### config.mk
export PLATFORM = sky130hd
export DESIGN_NAME = gen_debug_scan_sequencer
export DESIGN_NICKNAME = d
export VERILOG_FILES = /design/src/rtl/gen_debug_scan_sequencer_pkg.sv /design/src/rtl/gen_debug_scan_sequencer.sv
export SDC_FILE = /design/constraint.sdc
export NUM_CORES = 1
export LEC_CHECK = 0
export ABC_CLOCK_PERIOD_IN_PS = 5100
export CORE_MARGIN = 5
export CORE_UTILIZATION = 40
export CTS_CLUSTER_DIAMETER = 150
export CTS_CLUSTER_SIZE = 25
export DETAILED_ROUTE_END_ITERATION = 12
export GPL_TIMING_DRIVEN = 0
export PLACE_DENSITY = 0.81
export RECOVER_POWER = 100
export SYNTH_ARGS = -nofsm -noshare
export SYNTH_HDL_FRONTEND = slang
export SYNTH_SLANG_ARGS = --single-unit
### constraint.sdc
create_clock -name clk -period 5.1 [get_ports clk]
set_clock_uncertainty 0.15 [all_clocks]
set_input_delay 1.02 -clock clk [delete_from_list [all_inputs] [get_ports clk]]
set_output_delay 1.02 -clock clk [all_outputs]
set_load 0.02 [all_outputs]
### src/rtl/gen_debug_scan_sequencer_pkg.sv
// ============================================================================
// gen_debug_pkg : shared types and helpers for the debug scan sequencer
// Rev 1.0
// ============================================================================
`default_nettype none

package gen_debug_pkg;

  typedef enum logic [1:0] {
    IDLE   = 2'd0,
    SETTLE = 2'd1,
    SEND   = 2'd2
  } seq_state_t;

  // Number of OUT-width words the debug mux exposes (partial last word rounds up).
  function automatic int calc_data_sel_options(input int in_data_bus_width,
                                               input int num_of_in_data_buses,
                                               input int out_data_bus_width);
    return (in_data_bus_width * num_of_in_data_buses + out_data_bus_width - 1)
           / out_data_bus_width;
  endfunction

endpackage

`default_nettype wire

### src/rtl/gen_debug_scan_sequencer.sv
// ============================================================================
// gen_debug_scan_sequencer : sweeps the debug mux select range and streams
// each settled word out on a valid/ready interface with first/last markers.
// Rev 1.0
// ============================================================================
`default_nettype none

module gen_debug_scan_sequencer
  import gen_debug_pkg::*;
#(
  parameter int OUT_DATA_BUS_WIDTH = 32,
  parameter int DATA_SEL_OPTIONS   = 12,
  parameter int DATA_SEL_WIDTH     = $clog2(DATA_SEL_OPTIONS),
  parameter int SETTLE_CYCLES      = 4
) (
  input  logic                          clk,
  input  logic                          rst_n,
  input  logic                          start,
  input  logic                          abort,
  input  logic [DATA_SEL_WIDTH-1:0]     first_sel,
  input  logic [DATA_SEL_WIDTH-1:0]     last_sel,
  output logic [DATA_SEL_WIDTH-1:0]     mux_sel,
  input  logic [OUT_DATA_BUS_WIDTH-1:0] mux_data,
  output logic                          m_valid,
  input  logic                          m_ready,
  output logic [OUT_DATA_BUS_WIDTH-1:0] m_data,
  output logic                          m_first,
  output logic                          m_last,
  output logic                          busy,
  output logic                          done,
  output logic                          err
);

  localparam int                    c_cnt_w      = 4;
  localparam logic [c_cnt_w-1:0]    c_cnt_reload = c_cnt_w'(SETTLE_CYCLES - 1);
  localparam logic [DATA_SEL_WIDTH:0] c_sel_opts = (DATA_SEL_WIDTH+1)'(DATA_SEL_OPTIONS);

  if (SETTLE_CYCLES < 3 || SETTLE_CYCLES > 15) begin : g_bad_settle
    $error("SETTLE_CYCLES must lie in 3..15");
  end

  seq_state_t                r_state;
  seq_state_t                w_state_next;
  logic [c_cnt_w-1:0]        r_cnt;
  logic [DATA_SEL_WIDTH-1:0] r_last_sel;
  logic                      r_first;

  logic w_req_bad;
  logic w_accept;
  logic w_reject;
  logic w_capture;
  logic w_advance;
  logic w_finish;

  assign w_req_bad = (first_sel > last_sel) || ({1'b0, last_sel} >= c_sel_opts);

  always_ff @(posedge clk or negedge rst_n) begin
    if (!rst_n) begin
      r_state <= IDLE;
    end else begin
      r_state <= w_state_next;
    end
  end

  // abort overrides every transition and suppresses all side-effect strobes
  always_comb begin
    w_state_next = r_state;
    w_accept     = 1'b0;
    w_reject     = 1'b0;
    w_capture    = 1'b0;
    w_advance    = 1'b0;
    w_finish     = 1'b0;
    if (abort) begin
      w_state_next = IDLE;
    end else begin
      case (r_state)
        IDLE: begin
          if (start) begin
            if (w_req_bad) begin
              w_reject = 1'b1;
            end else begin
              w_accept     = 1'b1;
              w_state_next = SETTLE;
            end
          end
        end
        SETTLE: begin
          if (r_cnt == '0) begin
            w_capture    = 1'b1;
            w_state_next = SEND;
          end
        end
        SEND: begin
          if (m_valid && m_ready) begin
            if (m_last) begin
              w_finish     = 1'b1;
              w_state_next = IDLE;
            end else begin
              w_advance    = 1'b1;
              w_state_next = SETTLE;
            end
          end
        end
        default: w_state_next = IDLE;
      endcase
    end
  end

  always_ff @(posedge clk or negedge rst_n) begin
    if (!rst_n) begin
      r_cnt      <= '0;
      r_last_sel <= '0;
      r_first    <= 1'b0;
      mux_sel    <= '0;
      m_data     <= '0;
      m_valid    <= 1'b0;
      m_first    <= 1'b0;
      m_last     <= 1'b0;
      busy       <= 1'b0;
      done       <= 1'b0;
      err        <= 1'b0;
    end else begin
      done <= w_finish;
      err  <= w_reject;
      busy <= (w_state_next != IDLE);

      if (abort) begin
        m_valid <= 1'b0;
      end

      if (w_accept) begin
        r_last_sel <= last_sel;
        mux_sel    <= first_sel;
        r_cnt      <= c_cnt_reload;
        r_first    <= 1'b1;
      end

      if (r_state == SETTLE && r_cnt != '0) begin
        r_cnt <= r_cnt - 1'b1;
      end

      if (w_capture) begin
        m_data  <= mux_data;
        m_first <= r_first;
        m_last  <= (mux_sel == r_last_sel);
        m_valid <= 1'b1;
      end

      if (w_advance || w_finish) begin
        m_valid <= 1'b0;
        r_first <= 1'b0;
      end

      // select saturates at last_sel so it never wraps past the range
      if (w_advance) begin
        if (mux_sel < r_last_sel) begin
          mux_sel <= mux_sel + 1'b1;
        end
        r_cnt <= c_cnt_reload;
      end
    end
  end

endmodule

`default_nettype wire

# Word-level counts from Yosys, hierarchy flattened
# Index checks and enable logic that the tools add are counted.
# totals
reg_bits	53
out_inout_bits	42
word_cells	68
# op_classes
addsub	2
magnitude_cmp	3
n_eq_ne	3
muxes	37
reduce_logical	11
# op_table
op	n
1-bit two-way mux	25
4-bit two-way mux	6
2-bit two-way mux	5
2-bit case mux with 3 select lines	1
3-bit nonzero test	2
4-bit by 1-bit adder with 4-bit output, second input constant	1
4-bit == test	1
4-bit greater-or-equal comparator, second input constant	1
4-bit > comparator	1
4-bit logical NOT	1
4-bit less-than comparator	1
2-bit nonzero test	2
4-bit nonzero test	1
4-bit by 1-bit subtractor with 4-bit output, second input constant	1
2-bit by 1-bit == test with 1-bit output, second input constant	1
2-bit == test, second input constant	1
1-bit logical AND	2
2-bit logical NOT	1
1-bit logical OR	2

# Depth between registers and ports, before layout
# logic_depth
word_depth	9
ltp_mapped	8

# Worst setup path after synthesis
# No wires, ideal clock.
# synth_path
path_kind	in2reg
start	in abort
end	reg mux_sel[2]
setup_ns	0.067
arrival_ns	2.441
required_time_ns	4.883
setup_slack_ns	2.442
stages	5
cell_sequence	or3b_1 or3_4 nor3_4 mux2i_1 o221a_1
# synth_between
elab_chain_cells	4
elab_cells_between_ends	5
classes_between	mux: 5
# synth_lines
element	line	text
from (decl)	gen_debug_scan_sequencer.sv:19	input logic abort,
1-bit two-way mux	gen_debug_scan_sequencer.sv:73	if (abort) begin
4-bit two-way mux	gen_debug_scan_sequencer.sv:131	if (w_accept) begin
4-bit two-way mux	gen_debug_scan_sequencer.sv:156	if (mux_sel < r_last_sel) begin
4-bit two-way mux (*)	gen_debug_scan_sequencer.sv:155	if (w_advance) begin
to (signal assigned)	gen_debug_scan_sequencer.sv:133	mux_sel <= first_sel;
to (signal assigned)	gen_debug_scan_sequencer.sv:157	mux_sel <= mux_sel + 1'b1;
to (decl)	gen_debug_scan_sequencer.sv:22	output logic [DATA_SEL_WIDTH-1:0] mux_sel,
# Mark *: on every way between the ends. The rest lies on a longest branch, timed or not.
# A chain may end at the register's enable or synchronous reset.

# Worst setup path after layout
# Ends and elaborated chain as after synthesis.

==> metrics.txt <==
# TYPE chip_impl_metric gauge
chip_impl_info{name="status",value="finished, violations left"} 1
chip_impl_info{name="violated_checks",value="max-capacitance violations, max-slew violations"} 1
chip_impl_info{name="mostFrequentLayoutCells",value="sky130_fd_sc_hd__dfrtp_1, sky130_fd_sc_hd__dlygate4sd3_1, sky130_fd_sc_hd__clkdlybuf4s50_1"} 1
chip_impl_metric{name="netsw",unit="mW"} 0.453
chip_impl_info{name="rsz0062_at_grt",value="no"} 1
chip_impl_metric{name="yosys_warning_count",unit=""} 0
chip_impl_metric{name="place_hpwl",unit="um"} 4050
chip_impl_metric{name="die_height",unit="um"} 86.9
chip_impl_metric{name="final_core_util",unit=""} 0.580
chip_impl_metric{name="syn-cell-area",unit="um^2"} 2360
chip_impl_metric{name="path_max_fanout",unit=""} 8
chip_impl_metric{name="h-tree-depth",unit=""} 2
chip_impl_metric{name="routed_via_density",unit=""} 4.92
chip_impl_metric{name="totalNegativeSetupSlack",unit="ps"} 0
chip_impl_metric{name="yosys_register_bits",unit=""} 53
chip_impl_info{name="reg2reg_to",value="mux_sel[2]$_DFF_PN0_"} 1
chip_impl_metric{name="gp_congestion",unit=""} 0.726
chip_impl_metric{name="report.final.hold_viol_count",unit=""} 0
chip_impl_metric{name="synthCells",unit=""} 188
chip_impl_info{name="timing_worst_setup_path_type",value="primary input to flip-flop"} 1
chip_impl_info{name="tritoncts_clock_tree",value="yes"} 1
chip_impl_metric{name="antenna_cells_inserted",unit=""} 0
chip_impl_metric{name="groute.usage.overall",unit=""} 0.145
chip_impl_metric{name="hold_depth",unit=""} 2
chip_impl_metric{name="finalNetCount",unit=""} 338
chip_impl_info{name="hold_path_end",value="r_last_sel[3]$_DFFE_PN0N_"} 1
chip_impl_info{name="hold_path.class",value="flip-flop to flip-flop"} 1
chip_impl_metric{name="max_clock_freq",unit="MHz"} 277
chip_impl_metric{name="detailedRoute.firstPassIterationCount",unit=""} 4
chip_impl_metric{name="layout.cells.non_filler",unit=""} 358
chip_impl_metric{name="std_cell_rows",unit=""} 28
chip_impl_metric{name="final_layout_fill_cell_count",unit=""} 499
chip_impl_metric{name="period_share",unit=""} 0.707
chip_impl_metric{name="crit_arrival",unit="ps"} 3640
chip_impl_info{name="hold_start",value="r_last_sel[3]$_DFFE_PN0N_"} 1
chip_impl_metric{name="yosysTopAreaCellShare",unit=""} 0.561
chip_impl_info{name="cpMaxStageDelayCell",value="sky130_fd_sc_hd__nor3_1"} 1
chip_impl_metric{name="wire_per_inst",unit="um"} 14.3
chip_impl_metric{name="power_frac_seq",unit=""} 0.444
chip_impl_info{name="worstPathCellList",value="dlygate4sd3_1 -> or3b_1 -> or3_1 -> nor3_1 -> mux2i_1 -> o221a_1"} 1
chip_impl_metric{name="peakVddDrop",unit="uV"} 205
chip_impl_metric{name="drt_wl_total",unit="um"} 5120
chip_impl_metric{name="antenna_violating_nets_post_route",unit=""} 0
chip_impl_metric{name="worst_slew_pin_slew",unit="ps"} 1540
chip_impl_metric{name="p_leak",unit="nW"} 1.69
chip_impl_metric{name="final_period_minus_worst_setup_slack",unit="ps"} 3600
chip_impl_metric{name="worst-r2r-setup-slack",unit="ps"} 2440
chip_impl_metric{name="postCtsSetupRepairBufs",unit=""} 0
chip_impl_info{name="setup.worst_path.start_class",value="primary input"} 1
chip_impl_metric{name="slew_violations",unit=""} 30
chip_impl_metric{name="crit_buf_inv",unit=""} 1
chip_impl_metric{name="setup_violations",unit=""} 0
chip_impl_metric{name="initial_core_util",unit=""} 0.404
chip_impl_metric{name="tritoncts.num_buffers",unit=""} 5
chip_impl_metric{name="slew-limit-headroom",unit=""} -0.0240
chip_impl_metric{name="pwr-share-clk",unit=""} 0.179
chip_impl_metric{name="netSwitchingFraction",unit=""} 0.340
chip_impl_metric{name="report.power.total",unit="mW"} 1.33
chip_impl_metric{name="drv.max_cap_violation_count",unit=""} 1
chip_impl_metric{name="cts.hold.buffers_added",unit=""} 0
chip_impl_info{name="root_buffer_selected_by_cts",value="sky130_fd_sc_hd__clkbuf_8"} 1
chip_impl_metric{name="via_count",unit=""} 1762
chip_impl_metric{name="power_density",unit="nW/um^2"} 393
chip_impl_metric{name="core",unit="um^2"} 5850
chip_impl_metric{name="initial_detailed_routing_violation_count",unit=""} 41
chip_impl_metric{name="die_area",unit="um^2"} 7550
chip_impl_metric{name="port_buffers",unit=""} 86
chip_impl_metric{name="ys_seq_area_frac",unit=""} 0.561
chip_impl_metric{name="synth_fp_nets",unit=""} 244
chip_impl_metric{name="boundaryPins",unit=""} 87
chip_impl_metric{name="residual_drc",unit=""} 0
chip_impl_info{name="synthTopCellsByArea",value="sky130_fd_sc_hd__dfrtp_1, sky130_fd_sc_hd__mux2_2, sky130_fd_sc_hd__ha_1, sky130_fd_sc_hd__inv_1, sky130_fd_sc_hd__o21ai_0"} 1
chip_impl_metric{name="cp_slowest_stage_delay",unit="ps"} 730
chip_impl_info{name="timing.critical_path.to_type",value="flip-flop"} 1
chip_impl_metric{name="drive_gt1_frac",unit=""} 0.148
chip_impl_metric{name="floorplan.die.width",unit="um"} 86.9
chip_impl_metric{name="maximum_number_of_pins_on_one_net_before_global_route_repair",unit=""} 30
chip_impl_metric{name="max-clock-path-buffers",unit=""} 2
chip_impl_metric{name="area_growth_syn_to_layout",unit="%"} 43.5
chip_impl_metric{name="number_of_global_route_vias_before_repair",unit=""} 1846
chip_impl_metric{name="cts_num_sinks",unit=""} 53
chip_impl_metric{name="cp.required",unit="ps"} 5140
chip_impl_metric{name="grt_pass1_wl",unit="um"} 8610
chip_impl_metric{name="worst_r2r_path_depth",unit=""} 5
chip_impl_info{name="synthDominantAreaCellType",value="sky130_fd_sc_hd__dfrtp_1"} 1
chip_impl_metric{name="share_comb_of_total_power",unit=""} 0.376
chip_impl_metric{name="library_cells_used_by_synthesis",unit=""} 36
chip_impl_metric{name="number_of_antenna_violations_at_the_first_check_in_global_routing",unit=""} 0
chip_impl_metric{name="dp_cells",unit=""} 350
chip_impl_metric{name="worst_skew_pair.late_latency",unit="ps"} 300
chip_impl_metric{name="postSynthAreaPerCell",unit="um^2"} 12.6
chip_impl_info{name="r2r-start",value="r_state[1]$_DFF_PN0_"} 1
chip_impl_metric{name="internal_power",unit="mW"} 0.881
chip_impl_info{name="crit_family",value="simple AND/OR/NAND/NOR gates"} 1
chip_impl_metric{name="grt_remaining_overflow",unit=""} 0
chip_impl_metric{name="clkTransAtPathRegs",unit="ps"} 90
chip_impl_metric{name="cts_resized",unit=""} 0
chip_impl_info{name="layout_commonest_cell",value="sky130_fd_sc_hd__dfrtp_1"} 1
## logic make-up (layout without fill, tap and decap cells)
family	after synthesis	count (layout)	share of synthesized area
and+or+nand+nor	42	42	0.101
adders and majority gates	11	11	0.0582
AOI/OAI and AO/OA	27	27	0.0773
DFF	53	53	0.561
muxes	37	37	0.174
buffers and inverters	18	113	0.0291
## sequential cells by signal, summed over array words and instances, names as in the netlist, 2 cells and up
signal and cells:
m_data 32, r_cnt 4, r_last_sel 4, mux_sel 4
r_state 2
## Yosys cell counts
| cell type | instances |
|---|---|
| sky130_fd_sc_hd__dfrtp_1 | 53 |
| sky130_fd_sc_hd__mux2_2 | 33 |
| sky130_fd_sc_hd__inv_1 | 13 |
| sky130_fd_sc_hd__ha_1 | 11 |
| sky130_fd_sc_hd__nand2_1 | 11 |
| sky130_fd_sc_hd__o21ai_0 | 9 |
| sky130_fd_sc_hd__nor2_1 | 8 |
| sky130_fd_sc_hd__a21oi_1 | 6 |
| sky130_fd_sc_hd__mux2i_1 | 4 |
| sky130_fd_sc_hd__nand3_1 | 4 |
| sky130_fd_sc_hd__nand2b_1 | 3 |
| sky130_fd_sc_hd__nor3b_1 | 3 |
| sky130_fd_sc_hd__a211o_1 | 2 |
| sky130_fd_sc_hd__buf_1 | 2 |
| sky130_fd_sc_hd__clkbuf_1 | 2 |
| sky130_fd_sc_hd__nand4_1 | 2 |
| sky130_fd_sc_hd__o211ai_1 | 2 |
| sky130_fd_sc_hd__o221a_1 | 2 |
| sky130_fd_sc_hd__a21o_1 | 1 |
| sky130_fd_sc_hd__a22oi_1 | 1 |
| sky130_fd_sc_hd__a32oi_1 | 1 |
| sky130_fd_sc_hd__a41o_1 | 1 |
| sky130_fd_sc_hd__and2_1 | 1 |
| sky130_fd_sc_hd__and3_1 | 1 |
| sky130_fd_sc_hd__buf_2 | 1 |
| sky130_fd_sc_hd__nand3b_1 | 1 |
| sky130_fd_sc_hd__nor2b_1 | 1 |
| sky130_fd_sc_hd__nor3_1 | 1 |
| sky130_fd_sc_hd__nor3_4 | 1 |
| sky130_fd_sc_hd__nor4b_1 | 1 |
| sky130_fd_sc_hd__o2111ai_1 | 1 |
| sky130_fd_sc_hd__o211a_1 | 1 |
| sky130_fd_sc_hd__or2_2 | 1 |
| sky130_fd_sc_hd__or3_4 | 1 |
| sky130_fd_sc_hd__or3b_1 | 1 |
| sky130_fd_sc_hd__or4b_1 | 1 |
## power by group through the flow
stage / Combinational, mW / Clock, mW / Sequential, mW
floorplan: 0.186 / 0 / 0.701
global placement: 0.536 / 0 / 0.600
detailed placement: 0.549 / 0 / 0.606
CTS: 0.550 / 0.250 / 0.598
global route: 0.550 / 0.266 / 0.612
finish: 0.502 / 0.239 / 0.592
## layer usage
layer	vias to the layer above	global-route usage	share of wire	routed length, um
met2	44	0.251	0.53	2710
met1	857	0.169	0.39	2000
met4	0	0.0552	0.011	55
met3	2	0.0426	0.070	359
li1	859	-	-	-
met5	-	0	0	0
## worst min-delay path: stages (launching register included)
cell	delay, ps
sky130_fd_sc_hd__dfrtp_1	350
sky130_fd_sc_hd__nand2_1	50
sky130_fd_sc_hd__o21ai_0	60
## how the worst max path moves through the flow
stage          depth (start not counted)  slack [ps]   startpoint                     end
2_1_floorplan                          5        2440        abort    mux_sel[2]$_DFF_PN0_
3_3_place_gp                           1        1220        rst_n  m_data[17]$_DFFE_PN0P_
3_5_place_dp                           8        1610  last_sel[3]    r_cnt[2]$_DFFE_PN0P_
4_1_cts                                9        1940  last_sel[3]    mux_sel[0]$_DFF_PN0_
5_1_grt                                6        1320        abort    mux_sel[2]$_DFF_PN0_
6_report                               6        1500        abort    mux_sel[2]$_DFF_PN0_
## through the flow
stage          cell area [um^2]  hold slack (ps)  worst slack [ps]
6_report                   3390              342              1500
5_1_grt                    3390              379              1320
4_1_cts                    3430              347              1940
3_5_place_dp               3330              325              1610
3_3_place_gp               3320              316              1220
2_1_floorplan              2360              300              2440
## final cells by class
| cell class | count | area, um^2 | share of cell area |
|---|---|---|---|
| Buffer | 5 | 18.8 | 0.00553 |
| Tap cell | 75 | 93.8 | 0.0277 |
| Sequential cell | 53 | 1330 | 0.391 |
| Inverter | 13 | 48.8 | 0.0144 |
| Timing Repair Buffer | 87 | 858 | 0.253 |
| Clock inverter | 3 | 25.0 | 0.00737 |
| Clock buffer | 5 | 68.8 | 0.0203 |
| Multi-Input combinational cell | 117 | 953 | 0.281 |
Note: power is estimated with default switching activity, not from simulation.
